File: config.mk
export PLATFORM = sky130hd
export DESIGN_NAME = sram_alloc_matcher_flat
export DESIGN_NICKNAME = d
export VERILOG_FILES = /design/src/rtl/sram_alloc_matcher_if.sv /design/src/rtl/sram_alloc_matcher.sv /design/src/flat_wrapper.sv
export SDC_FILE = /design/constraint.sdc
export NUM_CORES = 1
export LEC_CHECK = 0
export BUFFER_PORTS_ARGS = -buffer_cell sky130_fd_sc_hd__clkbuf_2
export CORE_MARGIN = 2
export CORE_UTILIZATION = 46
export DETAILED_ROUTE_END_ITERATION = 6
export GPL_ROUTABILITY_DRIVEN = 0
export GPL_TIMING_DRIVEN = 1
export PLACE_DENSITY_LB_ADDON = 0.3
export SYNTH_ARGS = -nofsm -noshare
export SYNTH_HDL_FRONTEND = slang
export SYNTH_SLANG_ARGS = --single-unit
File: constraint.sdc
create_clock -name clk -period 2.8 [get_ports clk]
set_input_delay 0.56 -clock clk [delete_from_list [all_inputs] [get_ports clk]]
set_output_delay 0.56 -clock clk [all_outputs]
set_load 0.02 [all_outputs]
File: src/rtl/sram_alloc_matcher_if.sv
// Request / scan / result bundle for sram_alloc_matcher.
// slave = the matcher, master = whoever issues requests and presents SRAM status.
interface sram_alloc_matcher_if #(
  parameter int SRAM_NUM = 32,
  parameter int PORT_NUM = 16,
  parameter int LEN_W    = 9,
  parameter int SPACE_W  = 11,
  parameter int AMOUNT_W = 9,
  parameter int TICK_W   = 8
);
  localparam int SRAM_W = $clog2(SRAM_NUM);
  localparam int PORT_W = $clog2(PORT_NUM);

  logic [TICK_W-1:0]   match_threshold;
  logic [TICK_W-1:0]   match_timeout;
  logic                req_valid;
  logic                req_ready;
  logic [PORT_W-1:0]   req_dest_port;
  logic [LEN_W-1:0]    req_length;
  logic                viscous;
  logic                sticky_flush;
  logic [SRAM_W-1:0]   scan_sram;
  logic                scan_accessible;
  logic [SPACE_W-1:0]  scan_free_space;
  logic [AMOUNT_W-1:0] scan_packet_amount;
  logic                update_best;
  logic [SRAM_W-1:0]   best_sram;
  logic                match_valid;
  logic [SRAM_W-1:0]   match_sram;
  logic                match_sticky;
  logic                match_fail;
  logic [1:0]          state;

  modport slave (
    input  match_threshold, match_timeout, req_valid, req_dest_port, req_length,
           viscous, sticky_flush, scan_sram, scan_accessible, scan_free_space,
           scan_packet_amount,
    output req_ready, update_best, best_sram, match_valid, match_sram,
           match_sticky, match_fail, state
  );

  modport master (
    output match_threshold, match_timeout, req_valid, req_dest_port, req_length,
           viscous, sticky_flush, scan_sram, scan_accessible, scan_free_space,
           scan_packet_amount,
    input  req_ready, update_best, best_sram, match_valid, match_sram,
           match_sticky, match_fail, state
  );
endinterface

File: src/rtl/sram_alloc_matcher.sv
// Write-side SRAM allocator: picks the accessible SRAM with enough room that
// already holds the most packets for the destination (ties -> more free space).
// Optional sticky reuse of the last SRAM is enabled by defining MATCHER_STICKY_EN.
module sram_alloc_matcher #(
  parameter int SRAM_NUM = 32,
  parameter int PORT_NUM = 16,
  parameter int LEN_W    = 9,
  parameter int SPACE_W  = 11,
  parameter int AMOUNT_W = 9,
  parameter int TICK_W   = 8
) (
  input logic               clk,
  input logic               rst_n,
  sram_alloc_matcher_if.slave bus
);
  localparam int SRAM_W = $clog2(SRAM_NUM);
  localparam int PORT_W = $clog2(PORT_NUM);

  typedef enum logic [1:0] {S_IDLE = 2'd0, S_SCAN = 2'd1, S_DONE = 2'd2, S_FAIL = 2'd3} state_t;

  state_t              r_state, w_state_nxt;
  logic [PORT_W-1:0]   r_dest;
  logic [LEN_W-1:0]    r_len;
  logic [TICK_W-1:0]   r_tick;
  logic                r_find;
  logic [SRAM_W-1:0]   r_best_sram;
  logic [AMOUNT_W-1:0] r_best_amount;
  logic [SPACE_W-1:0]  r_best_free;

  logic                w_accept, w_hit, w_qual, w_better, w_exit_done, w_exit_fail, w_update;
  logic [SPACE_W-1:0]  w_len_ext;
  logic [SRAM_W-1:0]   w_done_sram;

  assign w_accept    = bus.req_valid && (r_state == S_IDLE);
  assign w_len_ext   = SPACE_W'(r_len);
  assign w_qual      = bus.scan_accessible && (bus.scan_free_space >= w_len_ext);
  assign w_better    = !r_find || (bus.scan_packet_amount > r_best_amount) ||
                       ((bus.scan_packet_amount == r_best_amount) && (bus.scan_free_space > r_best_free));
  // exit decisions look only at registered find/tick, so the exit cycle never compares
  assign w_exit_done = r_find && (r_tick >= bus.match_threshold);
  assign w_exit_fail = !r_find && (bus.match_timeout != '0) && (r_tick >= bus.match_timeout);
  assign w_update    = (r_state == S_SCAN) && !w_exit_done && !w_exit_fail && w_qual && w_better;

`ifdef MATCHER_STICKY_EN
  logic [PORT_W-1:0]  r_last_dest;
  logic [SRAM_W-1:0]  r_last_sram;
  logic [SPACE_W-1:0] r_last_free;
  logic               r_sticky_valid;
  logic               r_hit_sticky;

  assign w_hit = r_sticky_valid && bus.viscous && (bus.req_dest_port == r_last_dest) &&
                 (r_last_free >= SPACE_W'(bus.req_length));
  assign w_done_sram  = r_hit_sticky ? r_last_sram : r_best_sram;
  assign bus.match_sticky = (r_state == S_DONE) && r_hit_sticky;

  // sticky bookkeeping; flush is last so it beats the DONE reload
  always_ff @(posedge clk or negedge rst_n) begin
    if (!rst_n) begin
      r_last_dest    <= '0;
      r_last_sram    <= '0;
      r_last_free    <= '0;
      r_sticky_valid <= 1'b0;
      r_hit_sticky   <= 1'b0;
    end else begin
      if (w_accept) begin
        r_hit_sticky <= w_hit;
        if (w_hit) r_last_free <= r_last_free - SPACE_W'(bus.req_length);
      end
      if (r_state == S_DONE && !r_hit_sticky) begin
        r_last_dest    <= r_dest;
        r_last_sram    <= r_best_sram;
        r_last_free    <= r_best_free - w_len_ext;
        r_sticky_valid <= 1'b1;
      end
      if (r_state == S_FAIL) r_sticky_valid <= 1'b0;
      if (bus.sticky_flush)  r_sticky_valid <= 1'b0;
    end
  end
`else
  logic w_unused_ok;
  assign w_unused_ok      = ^{bus.viscous, bus.sticky_flush, r_dest};
  assign w_hit            = 1'b0;
  assign w_done_sram      = r_best_sram;
  assign bus.match_sticky = 1'b0;
`endif

  // state register
  always_ff @(posedge clk or negedge rst_n) begin
    if (!rst_n) r_state <= S_IDLE;
    else        r_state <= w_state_nxt;
  end

  // next-state decode
  always_comb begin
    w_state_nxt = r_state;
    case (r_state)
      S_IDLE: if (w_accept) w_state_nxt = w_hit ? S_DONE : S_SCAN;
      S_SCAN: begin
        if (w_exit_done)      w_state_nxt = S_DONE;
        else if (w_exit_fail) w_state_nxt = S_FAIL;
      end
      S_DONE: w_state_nxt = S_IDLE;
      S_FAIL: w_state_nxt = S_IDLE;
      default: w_state_nxt = S_IDLE;
    endcase
  end

  // request capture and best-candidate tracking
  always_ff @(posedge clk or negedge rst_n) begin
    if (!rst_n) begin
      r_dest        <= '0;
      r_len         <= '0;
      r_tick        <= '0;
      r_find        <= 1'b0;
      r_best_sram   <= '0;
      r_best_amount <= '0;
      r_best_free   <= '0;
    end else begin
      if (w_accept) begin
        r_dest <= bus.req_dest_port;
        r_len  <= bus.req_length;
        if (!w_hit) begin
          r_tick        <= '0;
          r_find        <= 1'b0;
          r_best_amount <= '0;
        end
      end
      if (r_state == S_SCAN) begin
        if (r_tick != '1) r_tick <= r_tick + 1'b1;
        if (w_update) begin
          r_find        <= 1'b1;
          r_best_sram   <= bus.scan_sram;
          r_best_amount <= bus.scan_packet_amount;
          r_best_free   <= bus.scan_free_space;
        end
      end
    end
  end

  assign bus.req_ready   = (r_state == S_IDLE);
  assign bus.update_best = w_update;
  assign bus.best_sram   = r_best_sram;
  assign bus.match_valid = (r_state == S_DONE);
  assign bus.match_sram  = (r_state == S_DONE) ? w_done_sram : '0;
  assign bus.match_fail  = (r_state == S_FAIL);
  assign bus.state       = r_state;
endmodule
File: src/flat_wrapper.sv
// flat-port wrapper written by rule: the top's interface ports become plain ports
module sram_alloc_matcher_flat 
#(
  parameter int SRAM_NUM = 32,
  parameter int PORT_NUM = 16,
  parameter int LEN_W    = 9,
  parameter int SPACE_W  = 11,
  parameter int AMOUNT_W = 9,
  parameter int TICK_W   = 8
)
  (clk, rst_n, bus_match_threshold, bus_match_timeout, bus_req_valid, bus_req_dest_port, bus_req_length, bus_viscous, bus_sticky_flush, bus_scan_sram, bus_scan_accessible, bus_scan_free_space, bus_scan_packet_amount, bus_req_ready, bus_update_best, bus_best_sram, bus_match_valid, bus_match_sram, bus_match_sticky, bus_match_fail, bus_state);
  sram_alloc_matcher_if #(.SRAM_NUM(SRAM_NUM), .PORT_NUM(PORT_NUM), .LEN_W(LEN_W), .SPACE_W(SPACE_W), .AMOUNT_W(AMOUNT_W), .TICK_W(TICK_W)) bus_i ();
  input logic clk;
  input logic rst_n;
  input wire logic [$bits(bus_i.match_threshold)-1:0] bus_match_threshold;
  input wire logic [$bits(bus_i.match_timeout)-1:0] bus_match_timeout;
  input wire logic [$bits(bus_i.req_valid)-1:0] bus_req_valid;
  input wire logic [$bits(bus_i.req_dest_port)-1:0] bus_req_dest_port;
  input wire logic [$bits(bus_i.req_length)-1:0] bus_req_length;
  input wire logic [$bits(bus_i.viscous)-1:0] bus_viscous;
  input wire logic [$bits(bus_i.sticky_flush)-1:0] bus_sticky_flush;
  input wire logic [$bits(bus_i.scan_sram)-1:0] bus_scan_sram;
  input wire logic [$bits(bus_i.scan_accessible)-1:0] bus_scan_accessible;
  input wire logic [$bits(bus_i.scan_free_space)-1:0] bus_scan_free_space;
  input wire logic [$bits(bus_i.scan_packet_amount)-1:0] bus_scan_packet_amount;
  output wire logic [$bits(bus_i.req_ready)-1:0] bus_req_ready;
  output wire logic [$bits(bus_i.update_best)-1:0] bus_update_best;
  output wire logic [$bits(bus_i.best_sram)-1:0] bus_best_sram;
  output wire logic [$bits(bus_i.match_valid)-1:0] bus_match_valid;
  output wire logic [$bits(bus_i.match_sram)-1:0] bus_match_sram;
  output wire logic [$bits(bus_i.match_sticky)-1:0] bus_match_sticky;
  output wire logic [$bits(bus_i.match_fail)-1:0] bus_match_fail;
  output wire logic [$bits(bus_i.state)-1:0] bus_state;
  assign bus_i.match_threshold = bus_match_threshold;
  assign bus_i.match_timeout = bus_match_timeout;
  assign bus_i.req_valid = bus_req_valid;
  assign bus_i.req_dest_port = bus_req_dest_port;
  assign bus_i.req_length = bus_req_length;
  assign bus_i.viscous = bus_viscous;
  assign bus_i.sticky_flush = bus_sticky_flush;
  assign bus_i.scan_sram = bus_scan_sram;
  assign bus_i.scan_accessible = bus_scan_accessible;
  assign bus_i.scan_free_space = bus_scan_free_space;
  assign bus_i.scan_packet_amount = bus_scan_packet_amount;
  assign bus_req_ready = bus_i.req_ready;
  assign bus_update_best = bus_i.update_best;
  assign bus_best_sram = bus_i.best_sram;
  assign bus_match_valid = bus_i.match_valid;
  assign bus_match_sram = bus_i.match_sram;
  assign bus_match_sticky = bus_i.match_sticky;
  assign bus_match_fail = bus_i.match_fail;
  assign bus_state = bus_i.state;
  sram_alloc_matcher #(.SRAM_NUM(SRAM_NUM), .PORT_NUM(PORT_NUM), .LEN_W(LEN_W), .SPACE_W(SPACE_W), .AMOUNT_W(AMOUNT_W), .TICK_W(TICK_W)) u_core (.clk(clk), .rst_n(rst_n), .bus(bus_i));
endmodule
==> run_results.csv <==
group,metric,value,unit
grt,grt_overflow,0,
layout,seqCellArea,1130,um^2
die,effective_utilization_at_floorplan,47.9,%
logic_synthesis,synth_fp_nets,423,
setup_path,crit_path_start_kind,"register",
setup_path,cpPeakStageDelay,0.42,ns
logic_synthesis,synth-seq-cells,45,
drt,drt_first_pass_iters,6,
logic_synthesis,synthesis.yosys.warnings,0,
layout,final_net_count,509,
timing,final_period_minus_worst_setup_slack,2.75,ns
setup_path,worstRegToRegCells,10,
drt,remaining_drc_errors,0,
layout,post_route_cells_drive_above_1_share,35.9,%
power_and_ir_drop,power_density,859,nW/um^2
logic_synthesis,synth.cells.most_frequent,"ha_1 (46), inv_1 (46), dfrtp_1 (45)",
power_and_ir_drop,vdd_ir_drop_max,0.720,mV
grt,grt_antenna_before_repair,0,
drt,detail_route.wirelength,6690,um
logic_synthesis,synth.yosys.seq_area_share,36.6,%
run,maxCapViolCount,0,
status,run_status,"complete, no violations",
setup_path,critical_path_cell_count,9,
setup_path,critPathSlowestCell,"dfrtp_2",
timing,slew_headroom,51.2,%
setup_path,crit_fanout,3,
setup_path,required_time_of_the_critical_path,2.24,ns
cts,clock-root-buffer,"clkbuf_8",
die,dieHeight,85.8,um
logic_synthesis,postSynthAreaPerCell,9.71,um^2
drt,route.antenna.remaining_nets,0,
drt,post_drt_wl_per_cell,13.9,um
cts,cts.reportedPaths.clkPinSlew,0.09,ns
timing,finClkSkew,0.00424,ns
timing,unrepaired_setup_endpoints_after_global_routing,"true",
logic_synthesis,synth_top_area_share,36.6,%
logic_synthesis,synth-edff-count,0,
drt,initialDrtViolationCount,81,
cts,clock_tree.buffer_depth,2,
grt,grt_max_degree,23,
placement,io_buffer_count,69,
cts,tritoncts_num_sinks,45,
logic_synthesis,largest_cells_by_area_after_synthesis,"dfrtp_1 (37%), ha_1 (19%), mux2_4 (8.3%)",
setup_path,critPathArrivalTime,2.19,ns
timing,hold_viol_final,0,
setup_path,critical-path-top-delay-family,"compound AO/OA/AOI/OAI gates",
cts,cts_max_level,2,
cts,tritoncts.num_buffers,5,
logic_synthesis,ys.flop_type,"dfrtp_1",
timing,final_period_util,98.3,%
timing,worst-slew-pin-transition,0.732,ns
layout,multi_input_area,1900,um^2
layout,diodes,0,
layout,fillCellCount,546,
die,floorplan.die.width,85.8,um
timing,timing.final.max_slew_violations,0,
logic_synthesis,synthDominantAreaCellType,"dfrtp_1",
grt,first_pass_grt_wire_length,10800,um
logic_synthesis,synthArstFlopShare,100,%
power_and_ir_drop,leakagePower,2.02,nW
timing,hold-worst-slack,0.225,ns
die,core-area,6420,um^2
hold_path,timing.hold.worst.class,"in -> async",
layout,area_delta_synth_final,25.8,%
grt,grt_pass1_vias,2380,
timing,fin_tns_setup,0,ns
setup_path,crit_chain,"buf_6 -> ha_4 -> a41oi_2 -> o221ai_2 -> a21o_1 -> a211oi_4 -> o2111ai_4 -> inv_2 -> buf_8",
drt,route.vias.total,2531,
grt,grt.total_usage,18.7,%
die,top_level_ports,77,
logic_synthesis,number_of_standard_cells_after_synthesis,317,
setup_path,worst-path-buf-inv,3,
setup_path,cp-end-kind,"output pin",
logic_synthesis,synthDistinctLibCells,40,
cts,clock_insertion_delay_worst_skew,0.30,ns
placement,detailedPlacementHpwl,5070,um
die,die_area,7360,um^2
drt,routed_via_density,5.26,
timing,fmax,363,MHz
timing,setup-violations-final,0,
setup_path,type_of_the_setup_path_with_the_least_slack,"reg -> out",
cts,tritoncts_clock_tree,"yes",
logic_synthesis,netlist_area,3080,um^2
die,floorplan.rows,29,
-- kinds of logic after synthesis --
| kind of cell | Yosys count | synth area share (%) |
|---|---|---|
| other cells | 1 | 0.122 |
| fa+ha+maj | 46 | 18.7 |
| mux | 25 | 11.2 |
| buf+inv | 53 | 7.08 |
| xor+xnor | 1 | 0.285 |
| flops | 45 | 36.6 |
| compound gates | 62 | 12.9 |
| simple gates | 84 | 13.2 |
-- area by class of cell --
class,instances,share of cell area [%]
Multi-Input combinational cell,219,49.0
Sequential cell,45,29.2
Timing Repair Buffer,86,12.6
Inverter,46,4.46
Tap cell,77,2.49
Clock buffer,5,1.78
Clock inverter,3,0.453
-- metal layers --
| layer | share of wire, % | GRT usage, % |
|---|---|---|
| met4 | 1.1 | 5.63 |
| met2 | 51 | 33.0 |
| met1 | 45 | 23.4 |
| met5 | 0 | 0 |
| met3 | 3.5 | 3.18 |
-- layout by cell type, fill, tap and decap left out, types with 5 or more instances in the layout --
cell,n
a21oi_1,16
and2_1,7
buf_4,16
clkbuf_2,68
clkbuf_8,5
dfrtp_1,42
ha_1,38
ha_4,8
inv_1,44
mux2_2,7
mux2_4,17
nand2_1,28
nand3_1,12
nand4_1,5
nor2_1,15
nor2b_1,5
o21ai_0,23
-- state kept, by name, indices dropped and copies added, names as in the netlist --
name,flops
u_core.r_best_free,11
u_core.r_best_amount,9
u_core.r_len,9
u_core.r_tick,8
u_core.bus.best_sram,5
u_core.bus.state,2
u_core.r_find,1
-- report_power, final --
group	switching [mW]	total, mW	internal, mW
combinational	0.937	1.82	0.887
clock	0.240	0.413	0.173
sequential	0.158	1.09	0.929
-- stage by stage --
| stage | worst slack (ns) | power [mW] | cells | instance area [um^2] | utilization [%] |
|---|---|---|---|---|---|
| after floorplan | 0.0197 | 2.30 | 317 | 3080 | - |
| after global placement | -0.0381 | 2.67 | 465 | 3540 | 55.1 |
| after detailed placement | -0.0791 | 2.74 | 465 | 3540 | 55.1 |
| after CTS | 0.00668 | 3.24 | 479 | 3750 | 58.4 |
| after global routing | -0.0357 | 3.62 | 481 | 3870 | 60.3 |
| final | 0.0483 | 3.32 | 481 | 3870 | 60.3 |
-- worst paths after layout --
check,start,endpoint,slack [ns]
max,u_core.r_tick[6],bus_update_best,0.05
min,rst_n,u_core.r_best_amount[2],0.23
max reg2reg,u_core.r_best_free[2],u_core.bus.best_sram[2],0.26
min reg2reg,u_core.r_len[0],u_core.r_len[0],0.48
max in group asynchronous,rst_n,u_core.r_tick[6],1.95
min in group clk,bus_req_length[0],u_core.r_len[0],0.45
-- repair_timing --
action | CTS | global route
gates resized for setup | 17 | 13
hold buffers | 0 | 0
buffers inserted | 6 | 2
pin swaps | 6 | 12
gates cloned | 0 | 0
endpoints found under the setup margin | 1 | 1
(Power assumes the default switching activity.)
